**config.mk**
```make
export PLATFORM = sky130hd
export DESIGN_NAME = clk_period_monitor
export DESIGN_NICKNAME = d
export VERILOG_FILES = /design/src/rtl/clk_mon_pkg.sv /design/src/rtl/sync_edge_detect.sv /design/src/rtl/clk_period_monitor.sv
export SDC_FILE = /design/constraint.sdc
export NUM_CORES = 1
export LEC_CHECK = 0
export ABC_AREA = 1
export BUFFER_PORTS_ARGS = -buffer_cell sky130_fd_sc_hd__buf_2
export CORE_MARGIN = 2
export CORE_UTILIZATION = 53
export CTS_CLUSTER_SIZE = 24
export DETAILED_ROUTE_END_ITERATION = 8
export PLACE_DENSITY_LB_ADDON = 0.25
export SETUP_SLACK_MARGIN = 0.15
export SYNTH_ARGS = -nofsm -noshare
export SYNTH_HDL_FRONTEND = slang
export SYNTH_SLANG_ARGS = --single-unit
```
**constraint.sdc**
```tcl
create_clock -name inclk0 -period 1.5 [get_ports inclk0]
set_input_delay 0.45 -clock inclk0 [delete_from_list [all_inputs] [get_ports inclk0]]
set_output_delay 0.45 -clock inclk0 [all_outputs]
set_load 0.05 [all_outputs]
```
**src/rtl/clk_mon_pkg.sv**
```systemverilog
// Shared types and helpers for the mclk period monitor.
package clk_mon_pkg;

  localparam int CNT_W_DEF = 28;

  typedef enum logic [1:0] {
    IDLE    = 2'd0,
    ARM     = 2'd1,
    MEASURE = 2'd2
  } mon_state_e;

  // Evaluated wider than any counter so exp+tol cannot overflow; lower bound clamps at zero.
  function automatic logic period_in_range(input logic [63:0] meas,
                                           input logic [63:0] exp_p,
                                           input logic [63:0] tol);
    logic [63:0] lo;
    logic [63:0] hi;
    lo = (exp_p >= tol) ? (exp_p - tol) : 64'd0;
    hi = exp_p + tol;
    return (meas >= lo) && (meas <= hi);
  endfunction

endpackage

```
**src/rtl/sync_edge_detect.sv**
```systemverilog
// Two-flop synchronizer for an asynchronous level, plus an edge register
// giving fixed-latency rise/fall strobes.
module sync_edge_detect (
  input  logic clk_i,
  input  logic rst_i,
  input  logic d_i,
  output logic s_o,
  output logic rise_o,
  output logic fall_o
);

  logic sync1_q;
  logic sync2_q;
  logic edge_q;

  always_ff @(posedge clk_i) begin
    if (rst_i) begin
      sync1_q <= 1'b0;
      sync2_q <= 1'b0;
      edge_q  <= 1'b0;
    end else begin
      sync1_q <= d_i;
      sync2_q <= sync1_q;
      edge_q  <= sync2_q;
    end
  end

  assign s_o    = sync2_q;
  assign rise_o = sync2_q & ~edge_q;
  assign fall_o = ~sync2_q & edge_q;

endmodule

```
**src/rtl/clk_period_monitor.sv**
```systemverilog
// Measures period and high time of a slow clock in inclk0 cycles, checks the
// period against EXP_PERIOD +/- TOL, and reports lock plus sticky errors.
//   state   | meaning
//   IDLE    | disabled, counters cleared, not locked
//   ARM     | waiting for the first rising edge of a measurement
//   MEASURE | counting between consecutive rising edges
module clk_period_monitor
  import clk_mon_pkg::*;
#(
  parameter int CNT_W      = CNT_W_DEF,
  parameter int EXP_PERIOD = 402,
  parameter int TOL        = 2,
  parameter int TIMEOUT    = 1024,
  parameter int LOCK_COUNT = 4
) (
  input  logic             inclk0,
  input  logic             rst,
  input  logic             mclk,
  input  logic             en,
  input  logic             clr_err,
  output logic [CNT_W-1:0] period,
  output logic [CNT_W-1:0] high_time,
  output logic             valid,
  output logic             locked,
  output logic             err_range,
  output logic             err_timeout
);

  localparam int              LK_W      = $clog2(LOCK_COUNT + 1);
  localparam logic [CNT_W-1:0] TIMEOUT_C = CNT_W'(TIMEOUT);
  localparam logic [CNT_W-1:0] ONE_C     = CNT_W'(1);
  localparam logic [LK_W-1:0]  LOCK_C    = LK_W'(LOCK_COUNT);

  logic s;
  logic rise;
  logic fall_unused;

  sync_edge_detect u_sync (
    .clk_i  (inclk0),
    .rst_i  (rst),
    .d_i    (mclk),
    .s_o    (s),
    .rise_o (rise),
    .fall_o (fall_unused)
  );

  mon_state_e       state_q, state_d;
  logic [CNT_W-1:0] cnt_q, cnt_d;
  logic [CNT_W-1:0] hi_q, hi_d;
  logic [LK_W-1:0]  lock_cnt_q, lock_cnt_d;
  logic             locked_q, locked_d;
  logic             err_range_q, err_range_d;
  logic             err_timeout_q, err_timeout_d;
  logic [CNT_W-1:0] period_q, period_d;
  logic [CNT_W-1:0] high_time_q, high_time_d;
  logic             valid_q, valid_d;

  always_comb begin
    state_d       = state_q;
    cnt_d         = cnt_q;
    hi_d          = hi_q;
    lock_cnt_d    = lock_cnt_q;
    locked_d      = locked_q;
    err_range_d   = err_range_q & ~clr_err;
    err_timeout_d = err_timeout_q & ~clr_err;
    period_d      = period_q;
    high_time_d   = high_time_q;
    valid_d       = 1'b0;

    if (!en) begin
      state_d    = IDLE;
      cnt_d      = '0;
      hi_d       = '0;
      lock_cnt_d = '0;
      locked_d   = 1'b0;
    end else begin
      unique case (state_q)
        IDLE: begin
          cnt_d    = '0;
          hi_d     = '0;
          locked_d = 1'b0;
          state_d  = ARM;
        end
        ARM: begin
          if (rise) begin
            cnt_d   = ONE_C;
            hi_d    = ONE_C;
            state_d = MEASURE;
          end else if (cnt_q == TIMEOUT_C) begin
            err_timeout_d = 1'b1;
            locked_d      = 1'b0;
            lock_cnt_d    = '0;
            cnt_d         = '0;
          end else begin
            cnt_d = cnt_q + ONE_C;
          end
        end
        MEASURE: begin
          // A rise on the timeout cycle still yields a normal measurement.
          if (rise) begin
            period_d    = cnt_q;
            high_time_d = hi_q;
            valid_d     = 1'b1;
            cnt_d       = ONE_C;
            hi_d        = ONE_C;
            if (period_in_range(64'(cnt_q), 64'(EXP_PERIOD), 64'(TOL))) begin
              if (lock_cnt_q != LOCK_C) lock_cnt_d = lock_cnt_q + LK_W'(1);
              if (lock_cnt_d == LOCK_C) locked_d = 1'b1;
            end else begin
              lock_cnt_d  = '0;
              locked_d    = 1'b0;
              err_range_d = 1'b1;
            end
          end else if (cnt_q == TIMEOUT_C) begin
            err_timeout_d = 1'b1;
            locked_d      = 1'b0;
            lock_cnt_d    = '0;
            cnt_d         = '0;
            hi_d          = '0;
            state_d       = ARM;
          end else begin
            cnt_d = cnt_q + ONE_C;
            hi_d  = hi_q + CNT_W'(s);
          end
        end
        default: state_d = IDLE;
      endcase
    end
  end

  always_ff @(posedge inclk0) begin
    if (rst) begin
      state_q       <= IDLE;
      cnt_q         <= '0;
      hi_q          <= '0;
      lock_cnt_q    <= '0;
      locked_q      <= 1'b0;
      err_range_q   <= 1'b0;
      err_timeout_q <= 1'b0;
      period_q      <= '0;
      high_time_q   <= '0;
      valid_q       <= 1'b0;
    end else begin
      state_q       <= state_d;
      cnt_q         <= cnt_d;
      hi_q          <= hi_d;
      lock_cnt_q    <= lock_cnt_d;
      locked_q      <= locked_d;
      err_range_q   <= err_range_d;
      err_timeout_q <= err_timeout_d;
      period_q      <= period_d;
      high_time_q   <= high_time_d;
      valid_q       <= valid_d;
    end
  end

  assign period      = period_q;
  assign high_time   = high_time_q;
  assign valid       = valid_q;
  assign locked      = locked_q;
  assign err_range   = err_range_q;
  assign err_timeout = err_timeout_q;

endmodule

```
==> results.toml, run 1 <==
[run_status]
status = "did not finish"
haltStage = "4_1_cts"
firstError = "[ERROR DPL-0033] detailed placement checks failed during check placement."

[clock_tree]
holdBufCountCts = 0
clk_path_buf_depth = 2
clock-root-buffer = "clkbuf_8"
cts_buffers = 17
h-tree-depth = 4
cts.repair.resized = 543
postCtsSetupRepairBufs = 77
cts.sinks = 124

[synthesis]
synth_area_leader_cell = "dfxtp_1"
synth_most_common_cell = "nand2_1"
synth_cells = 817
post_synth_num_cell_types = 40
synth_ff_type = "dfxtp_1"
netlist_area_sq_um = 5870
synth.yosys.seq_area_share = 0.423
yosysTopAreaCellShare = 0.423
avgSynthCellArea_sq_um = 7.18
synthTopCellsByCount = "nand2_1 (179), dfxtp_1 (124), nor2_1 (107), nand3_1 (84), a21oi_1 (83)"
synth_nets = 833
synthArstFlopShare = 0
yosysWarningCount = 0
synth-seq-cells = 124
synthTopCellsByArea = "dfxtp_1 (42%), nand2_1 (11%), nand3_1 (7.2%), a21oi_1 (7.1%), nor2_1 (6.8%)"
synth_edf_count = 0

[die]
rows = 38
dieHeight_um = 109
initial_core_util = 0.541
die_x_um = 109
boundaryPins = 65

[place]
place.detailed.hpwl_mm = 11.7
port_buffers = 64
routabilityCongestion = 0.934
## metrics by stage
step	setup TNS, ns	setup WS [ns]	std cells	instance area (sq um)
detailed placement	-11.61	-0.263	1110	7440
global placement	-5.17	-0.200	1110	7440
floorplan	-0.408	-0.122	817	6150
## kinds of logic after synthesis
family | synth area share
xor+xnor | 0.0373
flops | 0.423
compound gates | 0.0966
fa+ha+maj | 0.0235
simple gates | 0.343
buf+inv | 0.0759
==> inputs of run 2 (changes only) <==
--- a/config.mk
+++ b/config.mk
@@ -8,11 +8,9 @@
 export ABC_AREA = 1
 export BUFFER_PORTS_ARGS = -buffer_cell sky130_fd_sc_hd__buf_2
 export CORE_MARGIN = 2
-export CORE_UTILIZATION = 53
-export CTS_CLUSTER_SIZE = 24
+export CORE_UTILIZATION = 40
 export DETAILED_ROUTE_END_ITERATION = 8
-export PLACE_DENSITY_LB_ADDON = 0.25
-export SETUP_SLACK_MARGIN = 0.15
+export PLACE_DENSITY_LB_ADDON = 0.15
 export SYNTH_ARGS = -nofsm -noshare
 export SYNTH_HDL_FRONTEND = slang
 export SYNTH_SLANG_ARGS = --single-unit
==> constraint.sdc (replaced) <==
create_clock -name inclk0 -period 1.95 [get_ports inclk0]
set_input_delay 0.585 -clock inclk0 [delete_from_list [all_inputs] [get_ports inclk0]]
set_output_delay 0.585 -clock inclk0 [all_outputs]
set_load 0.05 [all_outputs]
==> run 2 against run 1 <==
The flow now finishes without violations. Synthesized cell count unchanged. Area after synthesis unchanged.
==> results.toml, run 2 <==
[global_route]
grt_pass1_wl_mm = 25.1
grt.overflow.total = 0
antenna_found_initial = 0
grt_pass1_vias = 5258
track_usage = 0.197
grt_max_degree = 62

[place]
place.detailed.hpwl_mm = 10.2
routabilityCongestion = 0.856
port_buffers = 64

[clock_tree]
cts_tree = "yes"
h-tree-depth = 4
clock-root-buffer = "clkbuf_16"
holdBufCountCts = 0
clkLatencyLatePin_ns = 0.43
cts_buffers = 17
cts.sinks = 124
postCtsSetupRepairBufs = 0
clk_path_buf_depth = 2
clk_pin_slew_ns = 0.06

[finish]
drive_gt1_frac = 0.187
antenna_cells = 0
multiInputGateArea_sq_um = 2980
final_common_cell = "nand2_1"
postLayoutCoreUtil = 0.497
final_cell_mix = "nand2_1 (178), dfxtp_1 (122), nor2_1 (104)"
area_delta_synth_final_pct = 22.3
seqCellArea_sq_um = 2480
fillers = 1495
fin_nets = 905

[power_and_ir_drop]
power_mw = 6.14
p_leak_nw = 2.80
power_density_nw_per_um2 = 856
vdd_drop_max_v = 0.000673

[drt]
first_pass_iters = 4
wire_per_inst_um = 13.4
via_per_inst = 4.92
drt_iter0_markers = 274
wirelength_mm = 14.5
vias = 5345
drc = 0
postRouteAntennaNets = 0

[die]
dieHeight_um = 125
boundaryPins = 65
initial_core_util = 0.407
die_x_um = 125
rows = 44
die_area_sq_um = 15600
core_sq_um = 14400

[setup_path]
timing.rr.start = "cnt_q[0]"
worstPathMaxFanout = 5
critPathLaunch = "cnt_q[0]"
crit_type = "reg2reg"
cp.arrival_ns = 2.15
cp_data_required_time_ns = 2.30
start_kind = "register"
critPathCaptureType = "register"

[synthesis]
synth.yosys.seq_area_share = 0.423
synth-seq-cells = 124
post_synth_num_cell_types = 40
avgSynthCellArea_sq_um = 7.18
yosysWarningCount = 0
yosysTopAreaCellShare = 0.423
synth_edf_count = 0
synthTopCellsByCount = "nand2_1 (179), dfxtp_1 (124), nor2_1 (107), nand3_1 (84), a21oi_1 (83)"
netlist_area_sq_um = 5870
synth_ff_type = "dfxtp_1"
synth_cells = 817
synthTopCellsByArea = "dfxtp_1 (42%), nand2_1 (11%), nand3_1 (7.2%), a21oi_1 (7.1%), nor2_1 (6.8%)"
synthArstFlopShare = 0
synth_most_common_cell = "nand2_1"
synth_area_leader_cell = "dfxtp_1"
synth_nets = 833

[sta]
post-route-min-period_ns = 1.80
post-route-period-util = 0.925
rsz0062_at_grt = "false"
relSlewSlack = 0.553
finalHoldViolCount = 0
slew_violations = 0
timing.fmax_mhz = 555
worst_pin_slew_ns = 0.671
setup_viol = 0
fin_skew_ns = 0.00640
setup_tns_ns = 0

[run_status]
status = "completed"

[worst_hold_path]
hp-class = "in2reg"
hp-start = "mclk"

[flow_run]
maxCapViolations = 0
==> run 2: cell counts after synthesis <==
No cell type changed its count.
==> run 2: final cells by class <==
| cell class | instances | share of cell area |
|---|---|---|
| multi-input combinational | 583 | 0.416 |
| inverter | 75 | 0.0393 |
| sequential | 124 | 0.346 |
| clock inverter | 11 | 0.0267 |
| tap | 184 | 0.0321 |
| clock buffer | 21 | 0.0628 |
| timing repair buffer | 88 | 0.0768 |
==> run 2: logic make-up (layout without fill, tap and decap cells) <==
family | Yosys count | in the layout | synth area share
AND/OR/NAND/NOR | 443 | 443 | 0.343
adder cells (fa/ha/maj) | 11 | 11 | 0.0235
XOR/XNOR | 25 | 25 | 0.0373
AO/OA/AOI/OAI | 104 | 104 | 0.0966
buffers and inverters | 110 | 195 | 0.0759
flip-flops | 124 | 124 | 0.423
==> run 2: through the flow <==
stage | std cells | area, sq um | setup slack [ns] | hold slack [ns]
global route | 1086 | 7170 | 0.000735 | 0.355
floorplan | 817 | 5870 | 0.291 | 0.388
finish | 1086 | 7170 | 0.147 | 0.363
global placement | 1054 | 6490 | 0.154 | 0.445
CTS | 1086 | 7130 | 0.0921 | 0.345
detailed placement | 1054 | 6490 | 0.118 | 0.446
==> run 2: worst paths after layout <==
check	cells past startpoint	endpoint	slack, ns
max	9	cnt_q[26]	0.15
min	3	u_sync.sync1_q	0.36
max reg2reg	9	cnt_q[26]	0.15
min reg2reg	2	u_sync.s_o	0.45
==> run 2: critical path: stages (launching register included) <==
cell and delay, ns:
dfxtp_1 0.41, ha_1 0.22, nand4_1 0.14, nor2_2 0.19
nand2_1 0.09, nor2_1 0.24, nand3_1 0.16, nor2_1 0.11
nor2_1 0.05, nor3_1 0.12
==> run 2: power by group <==
| part | total, mW | internal, mW | switching (mW) |
|---|---|---|---|
| logic | 0.152 | 0.0416 | 0.111 |
| clock network | 3.44 | 2.29 | 1.15 |
| registers | 2.54 | 2.54 | 0.00423 |
==> run 2: what timing repair did <==
item	4_1_cts	5_1_grt
setup endpoints to repair	0	5
endpoints found under the hold margin	0	0
resized for setup	0	11
==> run 2: per-layer routing <==
metal	GRT usage	vias to the layer above	part of all wire
met5	0	-	0
met4	0.0706	0	0.015
met2	0.337	84	0.48
li1	-	2795	-
met1	0.238	2450	0.47
met3	0.0513	16	0.030
No activity file was read; power rests on OpenSTA's default activity.
==> inputs of run 3 (changes only) <==
--- a/config.mk
+++ b/config.mk
@@ -11,6 +11,7 @@
 export CORE_UTILIZATION = 40
 export DETAILED_ROUTE_END_ITERATION = 8
 export PLACE_DENSITY_LB_ADDON = 0.15
+export REMOVE_ABC_BUFFERS = 1
 export SYNTH_ARGS = -nofsm -noshare
 export SYNTH_HDL_FRONTEND = slang
 export SYNTH_SLANG_ARGS = --single-unit
==> constraint.sdc (replaced) <==
create_clock -name inclk0 -period 2.2 [get_ports inclk0]
set_input_delay 0.66 -clock inclk0 [delete_from_list [all_inputs] [get_ports inclk0]]
set_output_delay 0.66 -clock inclk0 [all_outputs]
set_load 0.05 [all_outputs]
==> run 3 against run 2 <==
Sequential power down 11%. Via count down 1.9%. Utilization down 0.82 points. Non-clock buffer count down 8. Setup slack better by 0.15 ns.
==> results.toml, run 3 (synthesized netlist as in run 2, its figures left out) <==
[run_status]
status = "completed"

[setup_path]
crit_path_cell_trace = "ha_1 -> ha_1 -> inv_1 -> nor2_1 -> nand2_1 -> nor2_1 -> nand3_1 -> nor3_2 -> nand3_1 -> xor2_1 -> nor2_1"
cp.arrival_ns = 2.20
slowest_delay_ns = 0.35
crit_type = "reg2reg"
slowest_stage = "dfxtp_1"
worstPathMaxFanout = 3
r2r_cells = 11
timing.rr.start = "hi_q[0]"
cpMostUsedCell = "nor2_1"
critPathCaptureType = "register"
critPathLaunch = "hi_q[0]"
start_kind = "register"
reg2reg_to = "hi_q[26]"
endpoint = "hi_q[26]"
cp_data_required_time_ns = 2.50
ff2ff_setup_slack_ns = 0.30

[finish]
final_common_cell = "nand2_1"
postLayoutCoreUtil = 0.489
fin_nets = 897
fillers = 1471
antenna_cells = 0
area_delta_synth_final_pct = 20.2
drive_gt1_frac = 0.171
final_cell_mix = "nand2_1 (178), dfxtp_1 (124), nor2_1 (107)"

[global_route]
grt.overflow.total = 0
grt_pass1_vias = 5101
track_usage = 0.187
use_met3 = 0.0548
antenna_found_initial = 0
grt_pass1_wl_mm = 23.8
grt_most_used_layer = "met2"
grt_use_met2 = 0.320
globalRouteMet1Util = 0.228
grt_max_degree = 62

[power_and_ir_drop]
power_mw = 5.49
vdd_drop_max_v = 0.000608
power_frac_comb = 0.023
switching_share = 0.202
clkPwrFrac = 0.566
power_density_nw_per_um2 = 778
p_leak_nw = 2.76
p_seq_frac = 0.411
p_int_mw = 4.38
switching_power_mw = 1.11

[clock_tree]
postCtsSetupRepairBufs = 0
clock-root-buffer = "clkbuf_16"
clk_path_buf_depth = 2
cts_tree = "yes"
cts.repair.resized = 0
h-tree-depth = 4
cts_buffers = 17
holdBufCountCts = 0
clkLatencyLatePin_ns = 0.42
clk_pin_slew_ns = 0.06
cts.sinks = 124

[die]
initial_core_util = 0.407
dieHeight_um = 125
die_x_um = 125
rows = 44
die_area_sq_um = 15600
core_sq_um = 14400
boundaryPins = 65

[sta]
setup_viol = 0
post-route-min-period_ns = 1.90
slew_violations = 0
finalHoldViolCount = 0
timing.fmax_mhz = 527
rsz0062_at_grt = "false"
post-route-period-util = 0.863
whs_ns = 0.413
relSlewSlack = 0.571
fin_skew_ns = 0.00670
worst_pin_slew_ns = 0.644

[drt]
via_per_inst = 4.86
drc = 0
wire_per_inst_um = 12.9
vias = 5241
drt_iter0_markers = 257
first_pass_iters = 4
postRouteAntennaNets = 0
wirelength_mm = 13.9

[place]
routabilityCongestion = 0.878
place.detailed.hpwl_mm = 9.77
port_buffers = 64

[flow_run]
maxCapViolations = 0

[worst_hold_path]
hold-path-cell-count = 2
hp-class = "reg2reg"
run 3: through the flow:
stage	instances	setup WS, ns	setup TNS (ns)	area (sq um)
6_report	1078	0.301	0	7050
5_1_grt	1078	0.0336	0	7050
4_1_cts	1078	0.299	0	7050
3_5_place_dp	1046	0.311	0	6390
2_1_floorplan	782	-1.22	-70.78	5700
3_3_place_gp	1046	0.334	0	6390
run 3: worst max-delay path: cells and delay by family (launching register included):
kind | cells | cell delay, ns
buffers and inverters | 1 | 0.07
adders and majority gates | 2 | 0.45
and+or+nand+nor | 7 | 0.77
DFF | 1 | 0.35
xor gates and xnor gates | 1 | 0.14
run 3: final cells by class:
type	count	area [sq um]	share of cell area
Clock buffer	22	474	0.0672
Clock inverter	10	186	0.0264
Inverter	75	282	0.0399
Multi-Input combinational cell	583	2950	0.418
Sequential cell	124	2480	0.352
Tap cell	184	230	0.0326
Timing Repair Buffer	80	453	0.0642
run 3: routing by layer:
metal / routed length (um) / part of all wire
met2: 6710 / 0.48
met5: 0 / 0
met3: 532 / 0.038
met1: 6550 / 0.47
met4: 155 / 0.011
run 3: worst min path at each step:
stage | from | end | slack (ns)
2_1_floorplan | u_sync.sync1_q | u_sync.s_o | 0.39
3_3_place_gp | u_sync.sync1_q | u_sync.s_o | 0.40
3_5_place_dp | u_sync.sync1_q | u_sync.s_o | 0.40
4_1_cts | u_sync.sync1_q | u_sync.s_o | 0.41
5_1_grt | u_sync.sync1_q | u_sync.s_o | 0.44
6_report | u_sync.sync1_q | u_sync.s_o | 0.41
run 3: power groups by stage:
stage	registers, mW	logic (mW)	clock network [mW]
after global placement	2.30	0.128	0
after detailed placement	2.30	0.127	0
after global routing	2.25	0.140	3.27
final	2.25	0.126	3.11
after floorplan	2.30	0.0541	0
after CTS	2.25	0.128	3.18
==> inputs of run 4 (changes only) <==
--- a/config.mk
+++ b/config.mk
@@ -6,7 +6,7 @@
 export NUM_CORES = 1
 export LEC_CHECK = 0
 export ABC_AREA = 1
-export BUFFER_PORTS_ARGS = -buffer_cell sky130_fd_sc_hd__buf_2
+export BUFFER_PORTS_ARGS = -buffer_cell sky130_fd_sc_hd__clkbuf_2
 export CORE_MARGIN = 2
 export CORE_UTILIZATION = 40
 export DETAILED_ROUTE_END_ITERATION = 8
==> run 4 against run 3 <==
Sequential cell count unchanged. Critical path depth stayed put. Combinational power is essentially flat. Clock power decreased by 20%. Critical endpoint unchanged. Utilization down 0.98 points. Final area shrank 2.0%. Highest routed layer unchanged.
==> results.toml, run 4 (synthesized netlist as in run 2, its figures left out) <==
[global_route]
grt.overflow.total = 0
grt_pass1_wl_mm = 23.5
antenna_found_initial = 0
track_usage = 0.182
grt_pass1_vias = 4932
grt_max_degree = 62

[die]
core_sq_um = 14400
die_area_sq_um = 15600
dieHeight_um = 125
die_x_um = 125
rows = 44
initial_core_util = 0.407
boundaryPins = 65

[setup_path]
critical-path-top-delay-family = "simple AND/OR/NAND/NOR gates"
cp_data_required_time_ns = 2.50
cp.arrival_ns = 2.28
slowest_stage = "dfxtp_1"
critPathCaptureType = "register"
worstPathMaxFanout = 3
start_kind = "register"
path_buf_inv = 1
crit_type = "reg2reg"
crit_path_cell_trace = "ha_2 -> ha_2 -> inv_1 -> nor2_2 -> nand2_1 -> nor2_2 -> nand3_1 -> nor3_2 -> nand3_1 -> xor2_1 -> nor2_1"
slowest_delay_ns = 0.36

[clock_tree]
holdBufCountCts = 0
cts_buffers = 17
h-tree-depth = 4
clkLatencyLatePin_ns = 0.43
clk_path_buf_depth = 2
clock-root-buffer = "clkbuf_16"
cts_tree = "yes"
clk_pin_slew_ns = 0.05
cts.sinks = 124
postCtsSetupRepairBufs = 0

[drt]
postRouteAntennaNets = 0
wirelength_mm = 13.8
drc = 0
drt_iter0_markers = 197
wire_per_inst_um = 12.9
first_pass_iters = 4
via_per_inst = 4.82
vias = 5177

[finish]
antenna_cells = 0
drive_gt1_frac = 0.173
fin_area_sq_um = 6910
final_common_cell = "nand2_1"
final_cell_mix = "nand2_1 (178), dfxtp_1 (124), nor2_1 (105)"
area_delta_synth_final_pct = 17.8
fin_nets = 897
final_cells = 1075

[power_and_ir_drop]
power_mw = 4.88
p_leak_nw = 2.64
power_density_nw_per_um2 = 706
vdd_drop_max_v = 0.000567

[place]
routabilityCongestion = 0.860
pre_cts_ws_ns = 0.187
port_buffers = 64
place.detailed.hpwl_mm = 9.88
placed_cell_area_sq_um = 6380
dp_cells = 1046

[sta]
post-route-period-util = 0.901
finalHoldViolCount = 0
relSlewSlack = 0.566
fin_skew_ns = 0.0107
slew_violations = 0
setup_viol = 0
worst_pin_slew_ns = 0.651
timing.fmax_mhz = 504
layout_setup_ws_ns = 0.218
post-route-min-period_ns = 1.98
rsz0062_at_grt = "false"

[run_status]
status = "completed"

[worst_hold_path]
hp-class = "reg2reg"

[flow_run]
maxCapViolations = 0
## run 4: cell count changes in the layout (fill, tap and decap cells not counted), sizes merged
cell	before	now
clkinv	2	6
bufinv	5	1
clkbuf	22	84
clkinvlp	3	2
buf	80	16
## run 4: tightest hold or removal path, delay by kind of cell, from the launching register on
family | cells | cell delay [ns]
DFF | 1 | 0.29
buffers and inverters | 1 | 0.04
and+or+nand+nor | 1 | 0.03
## run 4: per-layer routing
layer | routed length (um) | up-vias | track usage
li1 | - | 2766 | -
met1 | 6520 | 2337 | 0.224
met2 | 6730 | 55 | 0.310
met3 | 360 | 19 | 0.0462
met4 | 211 | 0 | 0.0654
met5 | 0 | - | 0
## run 4: layout make-up
cell class                 instances  area, sq um
fill                            1510         7510
multi-input combinational        583         2960
sequential                       124         2480
clock buffer                      20          447
timing repair buffer              80          440
inverter                          75          282
tap                              184          230
clock inverter                     9         75.1
## run 4: metrics by stage
| stage | TNS [ns] | hold slack (ns) | utilization |
|---|---|---|---|
| after floorplan | -70.78 | 0.388 | - |
| after global placement | 0 | 0.410 | 0.442 |
| after detailed placement | 0 | 0.410 | 0.442 |
| after CTS | 0 | 0.413 | 0.478 |
| after global routing | 0 | 0.433 | 0.479 |
| final | 0 | 0.405 | 0.479 |
## run 4: power breakdown
part / leakage, nW / internal, mW / switching, mW / total, mW
sequential: 0.999 / 2.25 / 0.00359 / 2.26
combinational: 1.38 / 0.0295 / 0.0932 / 0.123
clock: 0.257 / 1.54 / 0.959 / 2.50
## run 4: worst paths after layout
path | start | endpoint | slack (ns) | depth (start not counted)
hold reg to reg | u_sync.sync1_q | u_sync.s_o | 0.40 | 2
setup / recovery | u_sync.s_o | hi_q[26] | 0.22 | 11
hold / removal | u_sync.sync1_q | u_sync.s_o | 0.40 | 2
setup reg to reg | u_sync.s_o | hi_q[26] | 0.22 | 11
## run 4: timing repair
item                                    CTS  global route
gates resized for setup                   0             4
endpoints found under the hold margin     0             0
endpoints found under the setup margin    0             2
